--- src/rtl/fir_delay_line.sv ---
// Sample delay line for an FIR front end: DEPTH-tap shift register with fill tracking
// and a snapshot-based serial readout that is independent of live shifting.
module fir_delay_line #(
    parameter int WIDTH  = 3,
    parameter int DEPTH  = 40,
    parameter int GROUPS = 4
) (
    input  logic                       iClk12M,
    input  logic                       iRst,
    input  logic                       iEnSample,
    input  logic [WIDTH-1:0]           iFirIn,
    input  logic                       iFlush,
    input  logic                       iRdStart,
    output logic [DEPTH*WIDTH-1:0]     oTaps,
    output logic [DEPTH*WIDTH-1:0]     oGroupBus,
    output logic                       oShiftDone,
    output logic [$clog2(DEPTH+1)-1:0] oFillCnt,
    output logic                       oPrimed,
    output logic [WIDTH-1:0]           oRdData,
    output logic                       oRdValid,
    output logic                       oRdLast,
    output logic                       oRdBusy
);

    localparam int FW = $clog2(DEPTH + 1);
    localparam int IW = $clog2(DEPTH);
    localparam int GW = (DEPTH / GROUPS) * WIDTH;
    localparam logic [FW-1:0] FULL_CNT = FW'(DEPTH);
    localparam logic [IW-1:0] LAST_IDX = IW'(DEPTH - 1);

    if (DEPTH < 2 || DEPTH > 256 || (DEPTH % GROUPS) != 0) begin : g_bad_params
        $error("fir_delay_line: illegal DEPTH/GROUPS combination");
    end

    typedef enum logic [0:0] {
        IDLE = 1'b0,
        READ = 1'b1
    } rd_state_e;

    rd_state_e              state_q, state_d;
    logic [DEPTH*WIDTH-1:0] taps_q, taps_d;
    logic [DEPTH*WIDTH-1:0] snap_q, snap_d;
    logic [FW-1:0]          fill_q, fill_d;
    logic [IW-1:0]          idx_q, idx_d;
    logic                   shift_done_q, shift_done_d;

    always_ff @(posedge iClk12M) begin
        if (iRst) begin
            state_q      <= IDLE;
            taps_q       <= '0;
            snap_q       <= '0;
            fill_q       <= '0;
            idx_q        <= '0;
            shift_done_q <= 1'b0;
        end else begin
            state_q      <= state_d;
            taps_q       <= taps_d;
            snap_q       <= snap_d;
            fill_q       <= fill_d;
            idx_q        <= idx_d;
            shift_done_q <= shift_done_d;
        end
    end

    // Flush wins over a same-edge strobe: no shift and no done pulse.
    always_comb begin
        taps_d       = taps_q;
        fill_d       = fill_q;
        shift_done_d = 1'b0;
        if (iFlush) begin
            taps_d = '0;
            fill_d = '0;
        end else if (iEnSample) begin
            taps_d       = {taps_q[(DEPTH-1)*WIDTH-1:0], iFirIn};
            shift_done_d = 1'b1;
            if (fill_q != FULL_CNT) begin
                fill_d = fill_q + FW'(1);
            end
        end
    end

    // Snapshot takes the pre-edge taps, so a coincident strobe is not captured.
    always_comb begin
        state_d = state_q;
        snap_d  = snap_q;
        idx_d   = idx_q;
        case (state_q)
            IDLE: begin
                if (iRdStart) begin
                    state_d = READ;
                    snap_d  = taps_q;
                    idx_d   = '0;
                end
            end
            READ: begin
                if (idx_q == LAST_IDX) begin
                    state_d = IDLE;
                    idx_d   = '0;
                end else begin
                    idx_d = idx_q + IW'(1);
                end
            end
            default: state_d = IDLE;
        endcase
    end

    for (genvar g = 0; g < GROUPS; g++) begin : g_group
        assign oGroupBus[g*GW +: GW] = taps_q[g*GW +: GW];
    end

    assign oTaps      = taps_q;
    assign oShiftDone = shift_done_q;
    assign oFillCnt   = fill_q;
    assign oPrimed    = (fill_q == FULL_CNT);
    assign oRdValid   = (state_q == READ);
    assign oRdBusy    = (state_q == READ);
    assign oRdLast    = (state_q == READ) && (idx_q == LAST_IDX);
    assign oRdData    = (state_q == READ) ? snap_q[idx_q*WIDTH +: WIDTH] : '0;

endmodule

--- config.mk ---
export PLATFORM = sky130hd
export DESIGN_NAME = fir_delay_line
export DESIGN_NICKNAME = d
export VERILOG_FILES = /design/src/rtl/fir_delay_line.sv
export SDC_FILE = /design/constraint.sdc
export NUM_CORES = 1
export LEC_CHECK = 0
export ABC_AREA = 0
export ABC_CLOCK_PERIOD_IN_PS = 1770
export CAP_MARGIN = 30
export CORE_UTILIZATION = 47
export CTS_BUF_LIST = sky130_fd_sc_hd__clkbuf_4 sky130_fd_sc_hd__clkbuf_8
export DETAILED_ROUTE_END_ITERATION = 10
export MAX_ROUTING_LAYER = met4
export PLACE_DENSITY = 0.91
export SLEW_MARGIN = 20
export SYNTH_ARGS = -nofsm -noshare
export SYNTH_HDL_FRONTEND = slang
export SYNTH_SLANG_ARGS = --single-unit
--- constraint.sdc ---
create_clock -name iClk12M -period 1.77 [get_ports iClk12M]
set_clock_uncertainty 0.1 [all_clocks]
set_input_delay 0.177 -clock iClk12M [delete_from_list [all_inputs] [get_ports iClk12M]]
set_output_delay 0.177 -clock iClk12M [all_outputs]
set_load 0.01 [all_outputs]
# Yosys cells after proc, flatten, opt, wreduce, memory -nomap -nowiden
# Index checks and enable logic that the tools add are counted.
# W data, S select, Z words.
[op_classes] addsub=2 n_mul=1 eq_ne=4 n_shift=1 n_mux=8 bitwise=1 n_reduce_logical=4
[ops] cell="$shiftx A120 B9 Y3" n=1
[ops] cell="$add A6 B1 Y6 const B" n=2
[ops] cell="$eq A6 B6 Y1 const B" n=2
[ops] cell="$mux W6" n=2
[ops] cell="$pmux W6 S2" n=1
[ops] cell="$mul A6 B2 Y8 const B" n=1
[ops] cell="$ne A6 B6 Y1 const B" n=1
[ops] cell="$reduce_and A2 Y1" n=2
[ops] cell="$mux W1" n=3
[ops] cell="$mux W3" n=1
[ops] cell="$ne A2 B2 Y1 const B" n=1
[ops] cell="$pmux W1 S2" n=1
[ops] cell="$reduce_or A2 Y1" n=1
[ops] cell="$logic_and A1 B1 Y1" n=1
[ops] cell="$not A1 Y1" n=1
[word_totals] ff_bits=254 in_bits=8 output_inout_bits=254 word_cells=27

# Longest topological paths before layout
# Gate-level depths: netlist of run 1.
[logic_depth] depth_word=3 mapped_depth=8 ltp_nobuf=7

# Worst setup path before layout of run 1
# No wires, ideal clock.
[synth_timing] path_kind="reg2out" startpoint="reg idx_q[0]" endpoint="out oRdData[0]" arrival_time_ns=1.658 required_ns=1.493 slack_ns=-0.165 stages_incl_launch_ff=6 n_path_buf=1 cell_sequence="dfxtp_1 -> buf_6 -> mux4_1 -> a2111o_1 -> a21oi_1 -> o22ai_1"
[synth_between] elab_chain_len=3
[synth_lines] element="from (decl)" line="44" text="logic [IW-1:0] idx_q, idx_d;"
[synth_lines] element="from (signal assigned)" line="60" text="idx_q <= idx_d;"
[synth_lines] element="$mul A6 B2 Y8" line="118" text="assign oRdData = (state_q == READ) ? snap_q[idx_q*WIDTH +: WIDTH] : '0;"
[synth_lines] element="$shiftx A120 B9 Y3" line="118"
[synth_lines] element="$mux W3" line="118"
[synth_lines] element="to (decl)" line="19" text="output logic [WIDTH-1:0] oRdData,"
# Every way passes these cells.

# Worst setup path in the final report of run 1
[layout_timing] startpoint="reg idx_q[0]" endpoint="out oRdData[1]"
# The elaborated chain is that of the path after synthesis.

==> results.md, run 1 <==
* Status: finished, violations left
* Failing checks: setup timing
* Vias per cell at 5.40
* CP arrival at 2.36 ns
* M1 WL at 11.9 mm
* Seq/Total Area, Yosys at 46.7%
* Worst R2R End: idx_q[3]
* Worst hold path type: in -> reg
* Slew HR at 64.2%
* Post-synth ARST share at 0%
* Initial antenna violation count at 1
* RSZ-0062 raised after global routing: true
* Crit path to: oRdData[1]
* Final slew viol count at 0
* Critical path cell sequence: buf_12 > buf_4 > mux4_2 > mux2_4 > a21oi_4 > o22ai_2 > buf_2
* Top sig layer: met4
* First-pass GRT wire length at 44.8 mm
* Dpl cells at 1582
* DR pass1 iterations at 5
* Synth area leader: dfxtp_1
* Max cap viols at 0
* CTS tree: done
* Yosys cell types at 40
* Min Tclk post-route at 2.64 ns
* Final setup viols at 6
* EDFF count, synth at 0
* Met3 Wirelength at 1.69 mm
* Critical path launch point: idx_q[0]
* Final instance area at 14300 um^2
* Critical Path RT at 1.49 ns
* Dpl hpwl at 18.4 mm
* Row cnt at 55
* Initial drt markers at 652
* PwrDens at 806 nW/um^2
* Fmax achieved at 0.379 GHz
* Peak VDD IR at 472 uV
* Worst Reg2Reg Path Length in Cells at 9
* Ratio of cells with drive above 1 in the final layout at 20.5%
* Crit end category: output port
* CP max FO at 7
* CP max stage cell: mux4_2
* Skew-Pair Late Insertion Delay at 0.54 ns
* Hold WS at 0.0170 ns
* Post-Synthesis Net Count at 1212
* Setup WS post-layout at -0.872 ns
* Cells on Worst Hold Path at 3
* Cells after synthesis at 1201
* Crit path buf inv count at 3
* Die Ht at 154 um
* Top-count cell post-synth: dfxtp_1
* Commonest cells post-synth: 254 x dfxtp_1, 246 x nand2_1, 138 x nor2_1
* Die width at 154 um
* CP Depth at 7
* Area Growth Syn to Fin at 31.8%
* Syn. warnings at 0
* Worst-path clk slew at 0.07 ns
* DP Area at 13100 um^2
* Ys flop type: dfxtp_1
* Power, Total at 11600 uW
* Leak at 0.00722 uW
* R2r startpoint: idx_q[1]
* TritonCTS Buffers at 41
* Placeable Area at 22600 um^2
* Synthesized cell area at 10900 um^2
* Final Hold Fails at 0
* Fin crit share at 149%
* Longest Clk Path Bufs at 3
* Die area at 23800 um^2
* DRC Markers at 0
* Largest cells by area after synthesis: dfxtp_1 47%, mux2i_1 12%, buf_4 8.5%, nand2_1 8.5%, a21oi_1 6.0%
* Root Driver: clkbuf_8
* I/O pin total at 262
* CP startpoint kind: flip-flop
* Flop2flop setup slack at -0.06 ns
* Number of global-route vias before repair at 8795
* Final Wtd Congestion at 0.888
* Layout Cells excl Fill at 1662
* Via count at 8976
* Post-DR wirelength/cell at 17.4 um
* Cts hold-fix bufs at 0
* Largest net degree at the start of global routing at 128
* Antenna viol nets, final at 0
* Layout Nets at 1358
* Worst Setup Path Type: reg -> out
* Avg Inst Size Synth at 9.06 um^2
* H-tree Lvls at 2
* WL met2 at 14.3 mm
* Slew @ Worst Pin at 0.537 ns
* Tot GR Track Use at 23.8%
* GRT overflow at 0
* Crit-path leading delay family: multiplexers
* Port buffer count at 261
* WL final at 28.8 mm
* Initial Utilization at 48.1%
* #FFs+latches synth at 254
* Share of Yosys cell area claimed by the top area cell type at 46.7%
* CTS sink cnt at 254
* Crit path largest cell delay at 0.51 ns
## routing by layer
layer,track usage (%),up-vias
met1,27.7,4330
met5,-,-
met4,10.5,0
li1,-,4185
met2,40.0,375
met3,4.57,86
## metrics by stage
| stage | setup TNS [ns] | worst slack, ns | utilization, % |
|---|---|---|---|
| floorplan | -0.266 | -0.0889 | - |
| CTS | -3.17 | -0.894 | 62.1 |
| finish | -2.99 | -0.872 | 63.4 |
| global route | -3.38 | -0.938 | 63.4 |
| detailed placement | -3.23 | -0.740 | 57.7 |
| global placement | -2.79 | -0.684 | 57.7 |
## state kept, by name, summed over array words and instances, names as in the netlist
register	flops
oGroupBus	120
snap_q	120
idx_q	6
oFillCnt	6
oRdBusy	1
oShiftDone	1
## worst min-delay path by stage
stage	end	from	slack, ns
after floorplan	oGroupBus[0]	iFirIn[0]	0.22
after global placement	snap_q[76]	snap_q[76]	0.34
after detailed placement	snap_q[72]	snap_q[72]	0.34
after CTS	oGroupBus[34]	iEnSample	0.002
after global routing	oGroupBus[8]	iEnSample	0.03
final	oGroupBus[34]	iEnSample	0.02
## area by class of cell
class / count / area [um^2]
Inverter: 6 / 22.5
Antenna cell: 1 / 2.50
Multi-Input combinational cell: 738 / 4670
Fill cell: 1689 / 8300
Clock inverter: 6 / 57.6
Clock buffer: 66 / 796
Tap cell: 285 / 357
Timing Repair Buffer: 306 / 3220
Sequential cell: 254 / 5210
## logic make-up (layout without fill, tap and decap cells)
logic type | Yosys count | after routing | synth area share (%)
other cells | 0 | 1 | 0
compound gates | 154 | 154 | 7.63
simple gates | 408 | 408 | 14.6
flops | 254 | 254 | 46.7
mux | 168 | 168 | 18.5
buf+inv | 209 | 384 | 11.8
xor+xnor | 5 | 5 | 0.402
fa+ha+maj | 3 | 3 | 0.345
## worst register-to-register path, delay by kind of cell, from the launching register on
family / cells / cell delay [ns]
compound gates: 3 / 0.48
fa+ha+maj: 1 / 0.15
buf+inv: 3 / 0.40
flops: 1 / 0.40
simple gates: 2 / 0.16
## cell usage in the layout, fill, tap and decap left out, types with 9 or more instances in the layout
cell	count
clkbuf_8	48
mux2i_1	133
dfxtp_2	96
mux4_2	20
buf_4	29
a21oi_1	127
dlymetal6s2s_1	83
mux2_2	9
buf_12	13
nor2_1	136
clkbuf_4	18
dfxtp_1	156
clkdlybuf4s50_1	68
nand2_1	244
dlygate4sd2_1	103
## power by group
group,switching (uW),total (uW),internal [uW]
clock network,2220,5200,2980
registers,14.1,5740,5730
logic,377,619,242
## repair_timing
item	in CTS	in global routing
pin swaps	5	6
setup buffers	6	0
gates cloned	1	0
resized for setup	246	109
setup endpoints to repair	254	100
Note: power is estimated with default switching activity, not from simulation.
==> run 2, diff against run 1 <==
ABC_CLOCK_PERIOD_IN_PS = 2200   (was 1770)
clock period = 2.2 ns   (was 1.77 ns; I/O delays follow)
==> results.md, run 2 (synthesis gave the netlist of run 1 again) <==
* Status: finished, violations left
* Failing checks: setup timing
* Min Tclk post-route at 2.69 ns
* Area Growth Syn to Fin at 28.1%
* Util after Layout at 61.6%
* Max cap viols at 0
* First-pass GRT wire length at 43.8 mm
* TritonCTS Buffers at 40
* Post-DR wirelength/cell at 16.6 um
* DP Area at 13000 um^2
* Sequential cell area at 5090 um^2
* CTS sink cnt at 254
* Worst-path clk slew at 0.06 ns
* Via count at 8851
* Pre-CTS setup slack at -0.444 ns
* Slew @ Worst Pin at 0.554 ns
* Crit end category: output port
* Cts hold-fix bufs at 0
* Vias per cell at 5.36
* Critical Path RT at 1.88 ns
* Number of global-route vias before repair at 8541
* GRT overflow at 0
* Initial antenna violation count at 1
* CP startpoint kind: flip-flop
* Initial Utilization at 48.1%
* Internal power at 7310 uW
* Die area at 23800 um^2
* Area of the multi-input gates at 4540 um^2
* Crit path largest cell delay at 0.50 ns
* RSZ-0062 raised after global routing: true
* I/O pin total at 262
* DRC Markers at 0
* Largest net degree at the start of global routing at 128
* Die Ht at 154 um
* Final slew viol count at 0
* CP max FO at 6
* Antenna viol nets, final at 0
* Commonest cells after routing, fill and taps aside: 254 x clkdlybuf4s50_1, 252 x dfxtp_1, 245 x nand2_1
* Leak at 0.00509 uW
* Final setup viols at 3
* Layout Nets at 1347
* Tot GR Track Use at 23.2%
* Final Hold Fails at 0
* Critical path cell sequence: buf_12 > mux4_2 > mux2_2 > o221ai_2 > o22ai_2 > buf_2
* Fmax achieved at 0.371 GHz
* Fin crit share at 122%
* Net Sw Frac at 22.4%
* Hold WS at 0.0767 ns
* Worst Setup Path Type: reg -> out
* Net Sw Power at 2110 uW
* Final instance area at 13900 um^2
* Ratio of cells with drive above 1 in the final layout at 11.2%
* Final Wtd Congestion at 0.915
* Longest Clk Path Bufs at 3
* CTS tree: done
* CP arrival at 2.37 ns
* H-tree Lvls at 2
* Fillers at 1738
* Placeable Area at 22600 um^2
* Row cnt at 55
* Dpl hpwl at 18.3 mm
* Root Driver: clkbuf_8
* Comb power frac at 4.9%
* Die width at 154 um
* PwrDens at 676 nW/um^2
* DR pass1 iterations at 5
* Clock Power Share at 46.1%
* Setup WS post-layout at -0.493 ns
* WL final at 27.5 mm
* Commonest non-fill, non-tap cell in the layout: clkdlybuf4s50_1
* CP max stage cell: mux4_2
* Skew-Pair Late Insertion Delay at 0.53 ns
* Sequential share of power at 49.0%
* Peak VDD IR at 427 uV
* Slew HR at 62.6%
* Worst hold path type: in -> reg
* Initial drt markers at 466
* Port buffer count at 261
run 2: changes by cell type in the layout (fill, tap and decap cells not counted), sizes merged:
cell / delta
clkinv: +2
clkdlybuf4s50: +186
clkinvlp: -1
clkbuf: -1
dlymetal6s2s: -83
dlygate4sd2: -102
buf: -11
run 2: layer usage:
layer | wire (um) | vias up | track usage [%]
met5 | 0 | - | -
met4 | 879 | 0 | 9.67
met3 | 1790 | 79 | 3.75
met2 | 13200 | 395 | 37.6
met1 | 11600 | 4212 | 28.6
li1 | - | 4165 | -
run 2: power by group through the flow:
stage          clock, uW  combinational (uW)  sequential [uW]
2_1_floorplan          0                 319             4720
3_3_place_gp           0                 436             4720
3_5_place_dp           0                 446             4720
4_1_cts             4400                 459             4620
5_1_grt             4630                 491             4620
6_report            4340                 461             4620
run 2: final timing paths:
kind	startpoint	endpoint	slack, ns	depth (start not counted)
max	idx_q[0]	oRdData[1]	-0.49	6
min	iEnSample	oGroupBus[2]	0.08	3
max reg2reg	idx_q[1]	idx_q[3]	0.13	8
min reg2reg	snap_q[65]	snap_q[65]	0.36	2
run 2: stage by stage:
stage	power [uW]	instances	TNS, ns
finish	9420	1652	-1.46
global route	9740	1652	-1.65
CTS	9480	1651	-1.49
detailed placement	5170	1578	-1.23
global placement	5160	1578	-1.10
floorplan	5040	1201	0
run 2: critical path: cells and delay by family, from the launching register on:
| kind | cells | cell delay, ns |
|---|---|---|
| buffers and inverters | 2 | 0.31 |
| flip-flops | 1 | 0.41 |
| multiplexers | 2 | 0.79 |
| AO/OA/AOI/OAI | 2 | 0.34 |
run 2: layout make-up:
cell class	instances	area share (%)
Clock buffer	65	6.01
Tap cell	285	2.56
Multi-Input combinational cell	738	32.6
Clock inverter	7	0.431
Sequential cell	254	36.5
Inverter	6	0.162
Antenna cell	1	0.0180
Timing Repair Buffer	296	21.7
run 2: what timing repair did:
action	4_1_cts	5_1_grt
setup buffers	0	0
gates cloned	1	0
gates resized for setup	34	4
pin swaps	2	1
setup endpoints to repair	5	4
